$ cat config.mk
export PLATFORM = sky130hd
export DESIGN_NAME = hwpe_stream_tcdm_fifo_store_param
export DESIGN_NICKNAME = d
export VERILOG_FILES = /design/src/rtl/hwpe_stream_tcdm_fifo_store_param.sv
export SDC_FILE = /design/constraint.sdc
export NUM_CORES = 1
export LEC_CHECK = 0
export BUFFER_PORTS_ARGS = -buffer_cell sky130_fd_sc_hd__buf_2
export CORE_MARGIN = 2
export CORE_UTILIZATION = 62
export CTS_BUF_LIST = sky130_fd_sc_hd__clkbuf_8
export DETAILED_ROUTE_END_ITERATION = 10
export GPL_ROUTABILITY_DRIVEN = 0
export PLACE_DENSITY = 0.81
export SLEW_MARGIN = 20
export SYNTH_ARGS = -nofsm -noshare
export SYNTH_HDL_FRONTEND = slang
export SYNTH_SLANG_ARGS = --single-unit
export TNS_END_PERCENT = 50
$ cat constraint.sdc
create_clock -name clk_i -period 10.7 [get_ports clk_i]
set_input_delay 1.605 -clock clk_i [delete_from_list [all_inputs] [get_ports clk_i]]
set_output_delay 1.605 -clock clk_i [all_outputs]
set_load 0.01 [all_outputs]
$ cat src/rtl/hwpe_stream_tcdm_fifo_store_param.sv
// TCDM store buffer: queues write transactions from a streamer and replays them in order on a
// TCDM master port, with occupancy status, sticky read-request error and a flush/drain handshake.
module hwpe_stream_tcdm_fifo_store_param #(
    parameter int unsigned DATA_WIDTH         = 32,
    parameter int unsigned ADDR_WIDTH         = 32,
    parameter int unsigned FIFO_DEPTH         = 8,
    parameter int unsigned ALMOST_FULL_THRESH = FIFO_DEPTH - 2
) (
    input  logic                             clk_i,
    input  logic                             rst_i,
    input  logic                             flush_i,
    output logic                             flush_done_o,
    input  logic                             tcdm_slave_req_i,
    output logic                             tcdm_slave_gnt_o,
    input  logic [ADDR_WIDTH-1:0]            tcdm_slave_add_i,
    input  logic                             tcdm_slave_wen_i,
    input  logic [DATA_WIDTH/8-1:0]          tcdm_slave_be_i,
    input  logic [DATA_WIDTH-1:0]            tcdm_slave_data_i,
    output logic                             tcdm_master_req_o,
    input  logic                             tcdm_master_gnt_i,
    output logic [ADDR_WIDTH-1:0]            tcdm_master_add_o,
    output logic                             tcdm_master_wen_o,
    output logic [DATA_WIDTH/8-1:0]          tcdm_master_be_o,
    output logic [DATA_WIDTH-1:0]            tcdm_master_data_o,
    output logic [$clog2(FIFO_DEPTH+1)-1:0]  count_o,
    output logic                             almost_full_o,
    output logic                             err_o
);

    localparam int unsigned BE_WIDTH  = DATA_WIDTH / 8;
    localparam int unsigned PTR_WIDTH = $clog2(FIFO_DEPTH);
    localparam int unsigned CNT_WIDTH = $clog2(FIFO_DEPTH + 1);
    localparam int unsigned ENTRY_W   = ADDR_WIDTH + BE_WIDTH + DATA_WIDTH;

    localparam logic [CNT_WIDTH-1:0] FULL_CNT  = CNT_WIDTH'(FIFO_DEPTH);
    localparam logic [CNT_WIDTH-1:0] AF_THRESH = CNT_WIDTH'(ALMOST_FULL_THRESH);

    typedef enum logic [1:0] {StIdle, StDrain, StDone} state_e;

    state_e                 state_q, state_d;
    logic [PTR_WIDTH-1:0]   wr_ptr_q, rd_ptr_q;
    logic [CNT_WIDTH-1:0]   count_q, count_d;
    logic                   almost_full_q;
    logic                   err_q;
    logic [ENTRY_W-1:0]     mem_q [FIFO_DEPTH];
    logic [ENTRY_W-1:0]     head;

    logic full, empty, push, pop, rd_req;

    assign full  = (count_q == FULL_CNT);
    assign empty = (count_q == '0);

    assign tcdm_slave_gnt_o = !full && (state_q == StIdle) && !rst_i;
    assign push   = tcdm_slave_req_i && tcdm_slave_gnt_o && !tcdm_slave_wen_i;
    // Read requests are granted so the requester never stalls, but are dropped.
    assign rd_req = tcdm_slave_req_i && tcdm_slave_gnt_o && tcdm_slave_wen_i;
    assign pop    = !empty && tcdm_master_gnt_i;

    always_comb begin
        count_d = count_q;
        unique case ({push, pop})
            2'b10:   count_d = count_q + CNT_WIDTH'(1);
            2'b01:   count_d = count_q - CNT_WIDTH'(1);
            default: count_d = count_q;
        endcase
    end

    always_comb begin
        state_d = state_q;
        unique case (state_q)
            StIdle:  if (flush_i) state_d = StDrain;
            StDrain: if (count_q == '0) state_d = StDone;
            StDone:  state_d = StIdle;
            default: state_d = StIdle;
        endcase
    end

    always_ff @(posedge clk_i) begin
        if (rst_i) begin
            state_q       <= StIdle;
            wr_ptr_q      <= '0;
            rd_ptr_q      <= '0;
            count_q       <= '0;
            almost_full_q <= 1'b0;
            err_q         <= 1'b0;
        end else begin
            state_q       <= state_d;
            count_q       <= count_d;
            almost_full_q <= (count_d >= AF_THRESH);
            if (push) wr_ptr_q <= wr_ptr_q + PTR_WIDTH'(1);
            if (pop) rd_ptr_q <= rd_ptr_q + PTR_WIDTH'(1);
            if (rd_req) err_q <= 1'b1;
        end
    end

    // Storage is deliberately not reset; invalid entries are hidden by req_o = 0.
    always_ff @(posedge clk_i) begin
        if (push) mem_q[wr_ptr_q] <= {tcdm_slave_add_i, tcdm_slave_be_i, tcdm_slave_data_i};
    end

    assign head = mem_q[rd_ptr_q];

    assign tcdm_master_req_o  = !empty;
    assign tcdm_master_wen_o  = 1'b0;
    assign tcdm_master_add_o  = head[ENTRY_W-1 -: ADDR_WIDTH];
    assign tcdm_master_be_o   = head[DATA_WIDTH +: BE_WIDTH];
    assign tcdm_master_data_o = head[DATA_WIDTH-1:0];

    assign count_o       = count_q;
    assign almost_full_o = almost_full_q;
    assign err_o         = err_q;
    assign flush_done_o  = (state_q == StDone);

endmodule

==> results.toml, run 1 <==
[status]
status = "completed"

[synthesis]
synth_ff_type = "edfxtp_1"
synthDistinctLibCells = 38
synth_async_sr_flop_share_pct = 0
syn_nets = 957
synth_fa_ha_area_share_pct = 0.295
synth.yosys.seq_area_share_pct = 78.6
ys_ff_latch = 561
synth-edff-count = 544
synthCells = 878
ys_warn_count = 0
synth_mux_area_share_pct = 18.2
synthesis.area_mm2 = 0.0212
synth_top_family_by_area = "multiplexers"
synth_area_per_cell_um2 = 24.2
synthXorXnorAreaFrac_pct = 0.289
synth_compound_area_share_pct = 0.277
synth-simple-area-share_pct = 1.12
synth_top_area_share_pct = 77.0
synth_area_leaders = "edfxtp_1 (77%), mux4_2 (14%), mux2_2 (3.6%)"
synth.most_common_cell = "edfxtp_1"
synth_common_cells = "edfxtp_1 (544), mux4_2 (136), mux2_2 (68)"
yosysTopAreaCell = "edfxtp_1"

[global_routing]
grt_usage_pct = 22.5
antenna_found_initial = 7
grt_overflow = 0
first_global_vias = 10300
grt_pass1_wl_um = 59200
grt_max_degree = 75

[clocking]
clk_path_buf_depth = 3
clk_pin_slew_ps = 60
htreeDepth = 3
tritoncts = "done"
clock_latency_ps = 620
cts-root-buf = "clkbuf_8"
cts.sinks = 561
postCtsSetupRepairBufs = 0
ctsHoldBuffers = 0
cts_made_buffers = 85
post_cts_resized = 0

[timing]
maxSlewHeadroom_pct = 28.8
finalMaxSlewViolations = 0
max_freq_mhz = 195
fin_crit_ps = 5120
whs_ps = 482
rsz0062_at_grt = "false"
fin_skew_ps = 29.0
worst_pin_slew_ps = 1070
setup_viol = 0
setup_tns_ps = 0
report.final.hold_viol_count = 0
period_share_pct = 47.9

[cells_and_area]
fin_nets = 1169
final_cells = 1602
drive_gt1_share_pct = 41.9
area_growth_pct = 13.0

[floorplan]
rows = 67
die_h_um = 189
dieArea_mm2 = 0.0357
io-pin-count = 152
die_w_um = 189
coreArea_mm2 = 0.0336
initial_utilization_pct = 63.1

[critical_path]
crit_required_ps = 9100
critPathMaxFanout = 74
crit_path_start_kind = "flip-flop"
crit_path_end_kind = "output port"
crit_type = "flip-flop to output port"
arrival_ps = 3520

[drt]
drt_pre_antenna_iters = 5
ant_nets = 0
vias = 9564
viasPerCell = 5.97
drc_errors = 0
drt_iter0_markers = 698
wl_um = 38900
wl_per_cell_um = 24.3

[hold_path]
hold_class = "flip-flop to flip-flop"

[power]
total_power_w = 0.00487
leakage_nw = 7.74
ir_worst_vdd_mv = 0.116
power.density_mw_per_mm2 = 203

[placement]
hpwl_um = 20400
port_buffers = 150
place_inst = 1451

[job]
cap_violations = 0
[layer usage]
| metal | track usage, % | share of wire [%] | vias up |
|---|---|---|---|
| met1 | 31.2 | 42 | 5056 |
| met5 | 0 | 0.093 | - |
| met2 | 35.8 | 50 | 292 |
| li1 | - | - | 4160 |
| met4 | 7.63 | 1.7 | 6 |
| met3 | 5.38 | 6.6 | 50 |
[cell families (layout without fill, tap and decap cells)]
group / count (synthesis) / count (layout)
muxes: 208 / 208
xor gates and xnor gates: 7 / 7
DFF: 561 / 561
buffers and inverters: 44 / 316
and+or+nand+nor: 44 / 44
other: 1 / 5
AOI/OAI and AO/OA: 8 / 8
adders and majority gates: 5 / 5
[cell usage in the layout, fill, tap and decap left out, drive strengths merged, types with 5 or more instances in the layout]
cell type | Yosys | final
edfxtp | 544 | 544
buf | 26 | 167
mux4 | 136 | 136
clkbuf | 16 | 87
mux2 | 68 | 68
inv | 2 | 34
clkinv | 0 | 21
dfxtp | 17 | 17
nor2 | 13 | 13
nor3 | 7 | 7
xor2 | 6 | 6
clkinvlp | 0 | 6
ha | 5 | 5
[sequential cells by signal, indices dropped and copies added, names as in the netlist, named ones only]
| register | count |
|---|---|
| rd_ptr_q | 3 |
| mem_q | 544 |
| almost_full_o | 1 |
| state_q | 2 |
| count_o | 4 |
| wr_ptr_q | 3 |
| err_o | 1 |
[where the power goes]
group	switching [W]	internal, W	leakage [nW]
sequential	0.0000622	0.00244	5.04
clock	0.000762	0.000775	0.853
combinational	0.000365	0.000464	1.84
[critical path, cell delays in order (launching register included)]
cell	delay, ps
dfxtp_4	960
buf_4	950
mux4_2	440
mux2_2	280
buf_2	140
[layout make-up]
| type | instances | area, µm² |
|---|---|---|
| Clock buffer | 87 | 1200 |
| Antenna cell | 4 | 10.0 |
| Multi-Input combinational cell | 273 | 4340 |
| Timing Repair Buffer | 167 | 882 |
| Inverter | 2 | 7.51 |
| Clock inverter | 60 | 279 |
| Fill cell | 1934 | 9650 |
| Sequential cell | 561 | 16700 |
| Tap cell | 448 | 561 |
[metrics by stage]
stage,area (µm²),worst slack [ps],utilization [%]
4_1_cts,24000,5430,71.3
6_report,24000,5580,71.3
5_1_grt,24000,5350,71.3
3_3_place_gp,22500,6110,66.9
3_5_place_dp,22500,6110,66.9
2_1_floorplan,21200,1510,-
[path summary, 6_finish.rpt]
check / start / endpoint / slack (ps) / cells past startpoint
hold / removal: rd_ptr_q[1] / flip-flop / 480 / 2
hold reg to reg: rd_ptr_q[1] / flip-flop / 480 / 2
setup reg to reg: state_q[1] / mem_q[5][45] / 7730 / 5
setup / recovery: flip-flop / tcdm_master_add_o[9] / 5580 / 4
Note: power is estimated with default switching activity, not from simulation.
==> run 2: changes to the inputs <==
==> constraint.sdc (replaced) <==
create_clock -name clk_i -period 5.1 [get_ports clk_i]
set_input_delay 0.765 -clock clk_i [delete_from_list [all_inputs] [get_ports clk_i]]
set_output_delay 0.765 -clock clk_i [all_outputs]
set_load 0.01 [all_outputs]
==> run 2 against run 1 <==
  * Cell count hardly changed
  * Clock-buffer cell count is 2 lower
  * Setup slack lost 4300 ps
  * Clock power is 110% higher
  * Wire length is 1.8% lower
  * Highest routed layer unchanged
  * Register-to-register slack worse by 5400 ps
==> results.toml, run 2 (synthesized netlist as in run 1, its figures left out) <==
[drt]
drc_errors = 0
drt_pre_antenna_iters = 5
wl_per_cell_um = 23.8
ant_nets = 0
viasPerCell = 5.98
drt_iter0_markers = 812
wl_um = 38200
vias = 9580

[hold_path]
holdPathStages = 1
hold_class = "primary input to flip-flop"

[critical_path]
crit_path_end_kind = "output port"
critical_path.top_delay_family = "flip-flops"
slowest_delay_ps = 920
critPathMaxFanout = 49
crit_path_start_kind = "flip-flop"
crit_cells = 4
crit_buf_inv = 2
crit_slowest_cell = "dfxtp_4"
arrival_ps = 3070
r2r_cells = 10
crit_required_ps = 4340
crit_chain = "buf_12 > mux4_2 > mux2_2 > buf_2"
crit_type = "flip-flop to output port"

[placement]
dpl-instance-area_mm2 = 0.0226
hpwl_um = 21200
port_buffers = 150

[cells_and_area]
fin_util_pct = 71.6
finalInstanceArea_mm2 = 0.0241
fillers = 1903
area_growth_pct = 13.5
mostFrequentLayoutCells = "edfxtp_1 (544), buf_2 (150), mux4_2 (136)"
drive_gt1_share_pct = 41.8
largest_register = "mem_q"
final_common_cell = "edfxtp_1"
fin_nets = 1170
largest_reg_flops = 544
ff_latch_area_mm2 = 0.0167
multi_input_area_mm2 = 0.00436

[timing]
report.final.hold_viol_count = 0
fin_crit_ps = 3830
period_share_pct = 75.2
rsz0062_at_grt = "false"
max_freq_mhz = 261
fin_skew_ps = 26.6
maxSlewHeadroom_pct = 27.1
worst_pin_slew_ps = 1090
finalMaxSlewViolations = 0
setup_viol = 0

[floorplan]
coreArea_mm2 = 0.0336
initial_utilization_pct = 63.1
io-pin-count = 152
dieArea_mm2 = 0.0357
rows = 67
die_h_um = 189
die_w_um = 189

[clocking]
cts_made_buffers = 84
htreeDepth = 3
tritoncts = "done"
ctsHoldBuffers = 0
clock_latency_ps = 630
post_cts_resized = 0
clk_path_buf_depth = 3
postCtsSetupRepairBufs = 0
clk_pin_slew_ps = 70
cts-root-buf = "clkbuf_8"
cts.sinks = 561

[power]
ir_worst_vdd_mv = 0.325
clockPowerShare_pct = 31.4
switchingPower_w = 0.00253
switching_share_pct = 24.7
leakage_nw = 7.81
p_seq_share_pct = 51.2
power.density_mw_per_mm2 = 427
combPwrFrac_pct = 17.4
p_int_w = 0.00774

[global_routing]
antenna_found_initial = 5
grt_usage_pct = 22.1
grt_max_degree = 87
first_global_vias = 10400
grt_pass1_wl_um = 59000
grt_overflow = 0

[job]
cap_violations = 0

[status]
status = "completed"
==> run 2: per-stage QoR <==
stage | setup WS, ps | std cells | TNS (ps) | total power [W] | hold slack, ps
3_3_place_gp | 1810 | 1452 | 0 | 0.00715 | 462
5_1_grt | 1030 | 1602 | 0 | 0.0107 | 401
4_1_cts | 1140 | 1601 | 0 | 0.0104 | 390
2_1_floorplan | -1410 | 878 | -314300 | 0.00668 | 437
3_5_place_dp | 1770 | 1453 | 0 | 0.00718 | 467
6_report | 1270 | 1603 | 0 | 0.0103 | 417
==> run 2: cell type report <==
cell class              count  share of cell area, %
diodes                      2                 0.0208
multi-input cells         273                   18.1
well taps                 448                   2.33
flip-flops and latches    561                   69.4
clock inverters            63                   1.28
repair buffers            169                   4.02
inverters                   2                 0.0312
clock buffers              85                   4.86
==> run 2: per-layer routing <==
metal	global-route usage (%)	wire length [µm]
met1	30.5	15500
met2	36.1	19500
met3	4.50	2410
met4	7.33	761
met5	0	55
==> run 2: path summary, 6_finish.rpt <==
kind	slack, ps	end	start
setup / recovery	1270	tcdm_master_add_o[30]	flip-flop
hold / removal	420	mem_q[6][19]	tcdm_slave_data_i[19]
setup reg to reg	2290	almost_full_o	count_o[1]
hold reg to reg	490	state_q[0]	state_q[1]
==> run 2: power by group through the flow <==
stage	logic [W]	registers (W)	clock network, W
floorplan	0.00143	0.00526	0
global placement	0.00179	0.00536	0
detailed placement	0.00181	0.00536	0
CTS	0.00183	0.00527	0.00329
global route	0.00193	0.00528	0.00350
finish	0.00179	0.00526	0.00323
